`config.mk`:
```
export PLATFORM = sky130hd
export DESIGN_NAME = bip_run_controller
export DESIGN_NICKNAME = d
export VERILOG_FILES = /design/src/rtl/bip_pkg.sv /design/src/rtl/bip_run_controller_report_serializer.sv /design/src/rtl/bip_run_controller.sv
export SDC_FILE = /design/constraint.sdc
export NUM_CORES = 1
export LEC_CHECK = 0
export BUFFER_PORTS_ARGS = -buffer_cell sky130_fd_sc_hd__clkbuf_2
export CELL_PAD_IN_SITES_DETAIL_PLACEMENT = 0
export CELL_PAD_IN_SITES_GLOBAL_PLACEMENT = 1
export CORE_AREA = 2 2 100 102
export CTS_CLUSTER_SIZE = 30
export DETAILED_ROUTE_END_ITERATION = 16
export DIE_AREA = 0 0 102 104
export GPL_ROUTABILITY_DRIVEN = 0
export PLACE_DENSITY = 0.73
export SYNTH_ARGS = -nofsm -noshare
export SYNTH_HDL_FRONTEND = slang
export SYNTH_SLANG_ARGS = --single-unit
```
`constraint.sdc`:
```
create_clock -name clk -period 2.14 [get_ports clk]
set_input_delay 0.642 -clock clk [delete_from_list [all_inputs] [get_ports clk]]
set_output_delay 0.642 -clock clk [all_outputs]
set_load 0.01 [all_outputs]
```
`src/rtl/bip_pkg.sv`:
```
// Shared encodings for the BIP run sequencer: FSM states, halt opcode,
// report status codes and frame layout.
package bip_pkg;

  localparam logic [2:0] S_IDLE    = 3'd0;
  localparam logic [2:0] S_RUN     = 3'd1;
  localparam logic [2:0] S_LATCH   = 3'd2;
  localparam logic [2:0] S_SEND    = 3'd3;
  localparam logic [2:0] S_WAIT_TX = 3'd4;

  typedef enum logic [2:0] {
    IDLE    = S_IDLE,
    RUN     = S_RUN,
    LATCH   = S_LATCH,
    SEND    = S_SEND,
    WAIT_TX = S_WAIT_TX
  } run_state_e;

  localparam logic [4:0] OP_HLT       = 5'b00000;
  localparam logic [7:0] STAT_HALT    = 8'h00;
  localparam logic [7:0] STAT_TIMEOUT = 8'h01;
  localparam int         FRAME_LEN    = 7;
  localparam int         FRAME_W      = 8 * FRAME_LEN;

  // Report frame, first byte to send in the most significant position.
  function automatic logic [FRAME_W-1:0] pack_frame(input logic [7:0]  status,
                                                    input logic [15:0] cyc,
                                                    input logic [15:0] acc_v,
                                                    input logic [15:0] pc);
    return {status, cyc, acc_v, pc};
  endfunction

endpackage

```
`src/rtl/bip_run_controller_report_serializer.sv`:
```
// Streams a latched report frame byte by byte over a tx_start/tx_done
// handshake; owns the byte index and the byte mux.
module report_serializer
  import bip_pkg::*;
(
  input  logic               clk,
  input  logic               rst_n,
  input  logic               start,
  input  logic [FRAME_W-1:0] frame,
  input  logic               tx_done,
  output logic               tx_start,
  output logic [7:0]         tx_data,
  output logic               last_byte
);

  localparam int IDX_W = $clog2(FRAME_LEN);

  logic [IDX_W-1:0] idx_reg;
  logic             tx_start_reg;
  logic             active_reg;
  logic [7:0]       frame_bytes [FRAME_LEN];

  genvar gi;
  generate
    for (gi = 0; gi < FRAME_LEN; gi++) begin : g_bytes
      assign frame_bytes[gi] = frame[FRAME_W-1-8*gi -: 8];
    end
  endgenerate

  // frame is held by the parent for the whole transfer, so the mux output is stable.
  assign tx_data   = frame_bytes[idx_reg];
  assign tx_start  = tx_start_reg;
  assign last_byte = (idx_reg == IDX_W'(FRAME_LEN - 1));

  always_ff @(posedge clk or negedge rst_n) begin
    if (!rst_n) begin
      idx_reg      <= '0;
      tx_start_reg <= 1'b0;
      active_reg   <= 1'b0;
    end else begin
      tx_start_reg <= 1'b0;
      if (start) begin
        idx_reg      <= '0;
        tx_start_reg <= 1'b1;
        active_reg   <= 1'b1;
      end else if (active_reg && !tx_start_reg && tx_done) begin
        // tx_done coinciding with our own tx_start belongs to nothing we sent.
        if (last_byte) begin
          active_reg <= 1'b0;
        end else begin
          idx_reg      <= idx_reg + 1'b1;
          tx_start_reg <= 1'b1;
        end
      end
    end
  end

endmodule

```
`src/rtl/bip_run_controller.sv`:
```
// Run sequencer: starts the BIP core on a UART command, counts cycles until
// HALT or watchdog, then reports status/cycles/acc/pc over the UART.
module bip_run_controller
  import bip_pkg::*;
#(
  parameter int         AB        = 11,
  parameter int         DW        = 16,
  parameter int         CW        = 16,
  parameter logic [7:0] START_CMD = 8'h53
) (
  input  logic          clk,
  input  logic          rst_n,
  input  logic          rx_done,
  input  logic [7:0]    rx_data,
  input  logic [4:0]    OpCode,
  input  logic [AB-1:0] Addr,
  input  logic [DW-1:0] acc,
  output logic          start_bip,
  output logic          tx_start,
  output logic [7:0]    tx_data,
  input  logic          tx_done,
  output logic          busy
);

  localparam logic [CW-1:0] CNT_MAX = '1;

  run_state_e         state_reg;
  logic [CW-1:0]      cnt_reg;
  logic [CW-1:0]      cnt_next;
  logic [7:0]         status_reg;
  logic [FRAME_W-1:0] snap_reg;
  logic               start_bip_reg;
  logic               busy_reg;
  logic               ser_last;
  logic               start_hit;

  assign start_hit = rx_done && (rx_data == START_CMD);
  assign cnt_next  = (cnt_reg == CNT_MAX) ? cnt_reg : cnt_reg + {{(CW-1){1'b0}}, 1'b1};
  assign start_bip = start_bip_reg;
  assign busy      = busy_reg;

  always_ff @(posedge clk or negedge rst_n) begin
    if (!rst_n) begin
      state_reg     <= IDLE;
      cnt_reg       <= '0;
      status_reg    <= STAT_HALT;
      snap_reg      <= '0;
      start_bip_reg <= 1'b0;
      busy_reg      <= 1'b0;
    end else begin
      case (state_reg)
        IDLE: begin
          if (start_hit) begin
            state_reg     <= RUN;
            cnt_reg       <= '0;
            start_bip_reg <= 1'b1;
            busy_reg      <= 1'b1;
          end
        end
        RUN: begin
          cnt_reg <= cnt_next;
          // Halt is checked first so it wins over a simultaneous watchdog hit.
          if (OpCode == OP_HLT) begin
            status_reg    <= STAT_HALT;
            state_reg     <= LATCH;
            start_bip_reg <= 1'b0;
          end else if (cnt_next == CNT_MAX) begin
            status_reg    <= STAT_TIMEOUT;
            state_reg     <= LATCH;
            start_bip_reg <= 1'b0;
          end
        end
        LATCH: begin
          snap_reg  <= pack_frame(status_reg, 16'(cnt_reg), acc, 16'(Addr));
          state_reg <= SEND;
        end
        SEND: begin
          state_reg <= WAIT_TX;
        end
        WAIT_TX: begin
          if (tx_done) begin
            if (ser_last) begin
              state_reg <= IDLE;
              busy_reg  <= 1'b0;
            end else begin
              state_reg <= SEND;
            end
          end
        end
        default: begin
          state_reg     <= IDLE;
          start_bip_reg <= 1'b0;
          busy_reg      <= 1'b0;
        end
      endcase
    end
  end

  report_serializer u_serializer (
    .clk       (clk),
    .rst_n     (rst_n),
    .start     (state_reg == LATCH),
    .frame     (snap_reg),
    .tx_done   (tx_done),
    .tx_start  (tx_start),
    .tx_data   (tx_data),
    .last_byte (ser_last)
  );

endmodule

```
-- Word level (Yosys, flattened, before mapping)
Index checks and enable logic that the tools add are counted.
- bits in registers: 85
- input bits: 44
- $add $sub $neg: 2
- order comparisons: 1
- eq/ne operators: 13
- muxes and demuxes: 29
- bitwise logic cells: 3
- reduce and logical (&&, ||, !) cells: 19
- operator list (cell ; number):
    16-bit equality test, second input constant ; 2
    16-bit 2-to-1 mux ; 2
    8-bit 2-to-1 mux ; 4
    16-bit case mux with 2 select lines ; 1
    8-bit binary-select mux with 3-bit select ; 1
    3-bit 2-to-1 mux ; 7
    16-bit by 1-bit adder with 16-bit output, second input constant ; 1
    3-bit case mux with 5 select lines ; 1
    1-bit 2-to-1 mux ; 10
    8-bit by 7-bit equality test with 1-bit output, second input constant ; 1
    2-bit AND reduction ; 4
    2-bit nonzero test ; 4
    3-bit by 2-bit equality test with 1-bit output, second input constant ; 2
    3-bit equality test, second input constant ; 2
    2-bit inequality test, second input constant ; 3
    1-bit case mux with 3 select lines ; 2
    3-bit AND reduction ; 2
    3-bit OR reduction ; 2
    5-bit logical NOT ; 1
    4-bit greater-or-equal comparator, second input constant ; 1
    3-bit inverter with 4-bit output ; 1
    4-bit AND reduction ; 1
    3-bit by 1-bit adder with 3-bit output, second input constant ; 1
    3-bit by 1-bit equality test with 1-bit output, second input constant ; 1
    other kinds (7) ; 10

-- Depth between registers and ports, before layout
- depth in word-level cells: 6
- gate-level depth with buffers: 9
- gate-level depth less buffers: 7

-- Modules after synthesis
Synthesis repeated with hierarchy kept, for this count alone.
- cell total of the unflattened synthesis: 352
- area, all modules: 3921.3 um2
- modules (own cells, without submodules) (module ; times used ; cells each ; area each (um2) ; sequential area each (um2)):
    bip_run_controller ; 1 ; 278 ; 3173.0 ; 1651.6
    report_serializer ; 1 ; 74 ; 748.2 ; 125.1

-- Least setup slack after synthesis
OpenSTA, ideal clock, no wires.
- path kind: register to output
- start: register u_serializer.idx_reg[1]
- end: output port tx_data[0]
- arrival: 1516 ps
- data required time: 1498 ps
- setup slack: -18 ps
- cell stages (with the launch flop): 6
- cells stage by stage: dfrtp_1 clkbuf_1 buf_2 mux4_2 nor2_1 a21oi_1
- word-level cells in the longest chain between the ends: 4
- RTL lines (what ; line ; RTL):
    start, declared ; bip_run_controller_report_serializer.sv:18 ; logic [IDX_W-1:0] idx_reg;
    start signal, assigned ; bip_run_controller_report_serializer.sv:51 ; idx_reg <= idx_reg + 1'b1;
    3-bit inverter with 4-bit output (implied by the code) ; bip_run_controller_report_serializer.sv:31 ; assign tx_data = frame_bytes[idx_reg];
    8-bit binary-select mux with 3-bit select ; bip_run_controller_report_serializer.sv:31 ;
    8-bit 2-to-1 mux (implied by the code) (2 in series) ; bip_run_controller_report_serializer.sv:31 ;
    end, declared ; bip_run_controller.sv:20 ; output logic [7:0] tx_data,
No other way between the ends. The select of a mux whose other input is x is not followed.

-- Worst setup path in the final report
- start: register u_serializer.idx_reg[0]
- end: output port tx_data[0]
Same word-level chain as after synthesis.

==> impl_metrics.ini <==
[timing]
period_minus_slack_ps = 2270
slew_violations = 0
slew_headroom = 0.707
setup_viol = 8
fmax_mhz = 440
fin_ws_ps = -131
timing.hold.ws_ps = 229
final.setup_skew_ps = 9.83
rsz0062_at_grt = yes
worst_pin_slew_ps = 436
final-hold-violation-count = 0
post-route-period-util = 1.06
finalSetupTns_ps = -697

[detailed_routing]
ant_nets = 0
vias = 3153
wl_per_cell_um = 16.1
viasPerCell = 5.41
drt-total-wl_mm = 9.40
drt-pass1-iter-count = 4
detail_route.iter0.violations = 268
drc = 0

[place]
io_buffers = 54
dp_slack_ps = -104
post-dp-hpwl_mm = 6.87

[layout]
largest_reg_flops = 44
synthToLayoutAreaGrowth_pct = 27.9
diodes = 0
post-route-util = 0.513
final_layout_size_suffix_gt1_frac = 0.478
nNetsFinal = 492

[synth]
yosys-top-cells-area = dfrtp_1 46%, mux2_2 14%, mux2i_1 4.4%
synth_top_area_frac = 0.463
netlist-cell-type-count = 58
yosysSeqAreaShare = 0.463
syn_avg_cell_area_um2 = 10.8
synth_cells = 355
syn_nets = 402
synth-warning-count = 0
synth-edff-count = 0
synth-main-ff-cell = dfrtp_1
ys_ff_latch = 71
async_flop_share = 1.00
synth_top_cell_by_area = dfrtp_1
netlist_area_um2 = 3830

[power]
power.total_mw = 6.25
peakVddDrop_mv = 0.685
p_leak_nw = 2.13
p_per_area_nw_per_um2 = 1280

[worst_setup_path]
criticalPathCategory = register to output pin
crit_fanout = 5
start_kind = register
cp-end-kind = output pin
arrival_ps = 1630
cp.required_ps = 1500

[floorplan]
ios = 55
fp.dieArea_um2 = 10600
initial_utilization = 0.402
rows = 36
core_area_um2 = 9550
die_w_um = 102
die_y_um = 104

[clocking]
clock-sinks = 71
htreeDepth = 3
clk_latency_ps = 340
cts_buffer_depth = 2
cts_tree = yes
clk_pin_slew_ps = 80
numCtsBuffers = 9
clock-root-buffer = clkbuf_8

[global_route]
track_usage = 0.186
antenna_found_initial = 0
grt_max_degree = 50
grt_first_pass_wirelength_mm = 15.6
grt_pass1_vias = 3170
grt_overflow = 0

[min_path]
min_path_type = primary input to asynchronous set/reset pin

[flow_run]
maxCapViolations = 0

[outcome]
outcome = finished with violations
violations = negative setup slack
[area by class of cell]
cell class | instances | area [µm²]
clock buffer | 11 | 131
clock inverter | 5 | 82.6
fill | 872 | 4650
inverter | 2 | 7.51
multi-input combinational | 254 | 2020
sequential | 71 | 1790
tap | 133 | 166
timing repair buffer | 107 | 708
[per-layer routing]
| metal | wire (µm) | up-vias | global-route usage | share of wire |
|---|---|---|---|---|
| met5 | 0 | - | 0 | 0 |
| met4 | 222 | 0 | 0.0771 | 0.024 |
| met3 | 396 | 18 | 0.0255 | 0.042 |
| met2 | 4490 | 89 | 0.287 | 0.48 |
| met1 | 4300 | 1549 | 0.262 | 0.46 |
| li1 | - | 1497 | - | - |
[critical path: stages, from the launching register on]
cell	delay (ps)
dfrtp_2	460
mux4_2	520
nor2_1	100
a21oi_1	50
buf_2	140
[cells by family (layout without fill, tap and decap cells)]
group / after synthesis / count (layout) / share of synthesized area
and+or+nand+nor: 104 / 104 / 0.152
xor gates and xnor gates: 6 / 6 / 0.0137
muxes: 66 / 66 / 0.191
buffers and inverters: 30 / 125 / 0.0447
adders and majority gates: 3 / 3 / 0.00979
DFF: 71 / 71 / 0.463
AOI/OAI and AO/OA: 75 / 75 / 0.126
[per-stage QoR]
step / cell area [µm²] / std cells
5_1_grt: 4900 / 583
2_1_floorplan: 3840 / 355
3_3_place_gp: 4490 / 560
6_report: 4900 / 583
3_5_place_dp: 4490 / 560
4_1_cts: 4750 / 577
[power by group]
group	leakage [nW]	internal [mW]	total (mW)	switching [mW]
combinational	1.18	1.50	2.82	1.32
sequential	0.838	1.84	2.26	0.419
clock	0.107	0.660	1.17	0.510
total	2.13	4.00	6.25	2.25
[repair_timing]
action / in CTS / in global routing
pin swaps: 1 / 14
buffers inserted: 1 / 6
gates resized for setup: 13 / 35
hold endpoints to repair: 0 / 0
hold buffers: 0 / 0
endpoints found under the setup margin: 12 / 12
[cells in the mapped netlist, types with 3 or more instances]
cell / n
nand4_1: 6
nand2_1: 22
buf_4: 3
nor4_1: 4
and3_1: 3
buf_2: 7
o22ai_1: 7
ha_1: 3
o21ai_0: 16
clkbuf_1: 9
o32ai_1: 3
and4_1: 3
buf_1: 3
o211ai_1: 3
mux2_2: 48
nor3_1: 5
dfrtp_1: 71
buf_6: 5
a21oi_1: 19
a31oi_1: 6
nor2_1: 28
xor2_1: 4
nand3_1: 9
a311oi_1: 3
o31ai_1: 4
o21a_1: 3
mux2i_1: 17
[final timing paths]
check                      cells past startpoint                                start  slack, ps                                  end
setup / recovery                               4  u_serializer.idx_reg[0]$_DFFE_PN0P_       -130                           tx_data[0]
hold / removal                                 1                                rst_n        230              cnt_reg[14]$_DFFE_PN0P_
setup reg to reg                               8               cnt_reg[0]$_DFFE_PN0P_         80             state_reg[1]$_DFFE_PN0P_
hold reg to reg                                1  u_serializer.active_reg$_DFFE_PN0P_        480  u_serializer.active_reg$_DFFE_PN0P_
max in group asynchronous                      2                                rst_n       1330             snap_reg[27]$_DFFE_PN0P_
min in group clk                               1  u_serializer.active_reg$_DFFE_PN0P_        480  u_serializer.active_reg$_DFFE_PN0P_
[cell usage in the layout, fill, tap and decap left out, types with 3 or more instances in the layout]
| cell | n |
|---|---|
| buf_2 | 5 |
| o21a_1 | 3 |
| o21ai_0 | 16 |
| nor2_1 | 25 |
| and4_4 | 3 |
| mux2i_1 | 14 |
| nand3_1 | 9 |
| a31oi_1 | 6 |
| buf_6 | 4 |
| mux2i_2 | 3 |
| nor3_1 | 5 |
| nand4_1 | 6 |
| clkbuf_8 | 9 |
| o22ai_1 | 6 |
| and3_1 | 3 |
| dfrtp_1 | 60 |
| a21oi_2 | 3 |
| nor4_2 | 4 |
| xor2_1 | 4 |
| o32ai_1 | 3 |
| buf_4 | 47 |
| clkbuf_2 | 49 |
| mux2_2 | 47 |
| o31ai_1 | 4 |
| nand2_1 | 21 |
| a21oi_1 | 16 |
| o211ai_1 | 3 |
| dfrtp_2 | 11 |
Note: power is estimated with default switching activity, not from simulation.
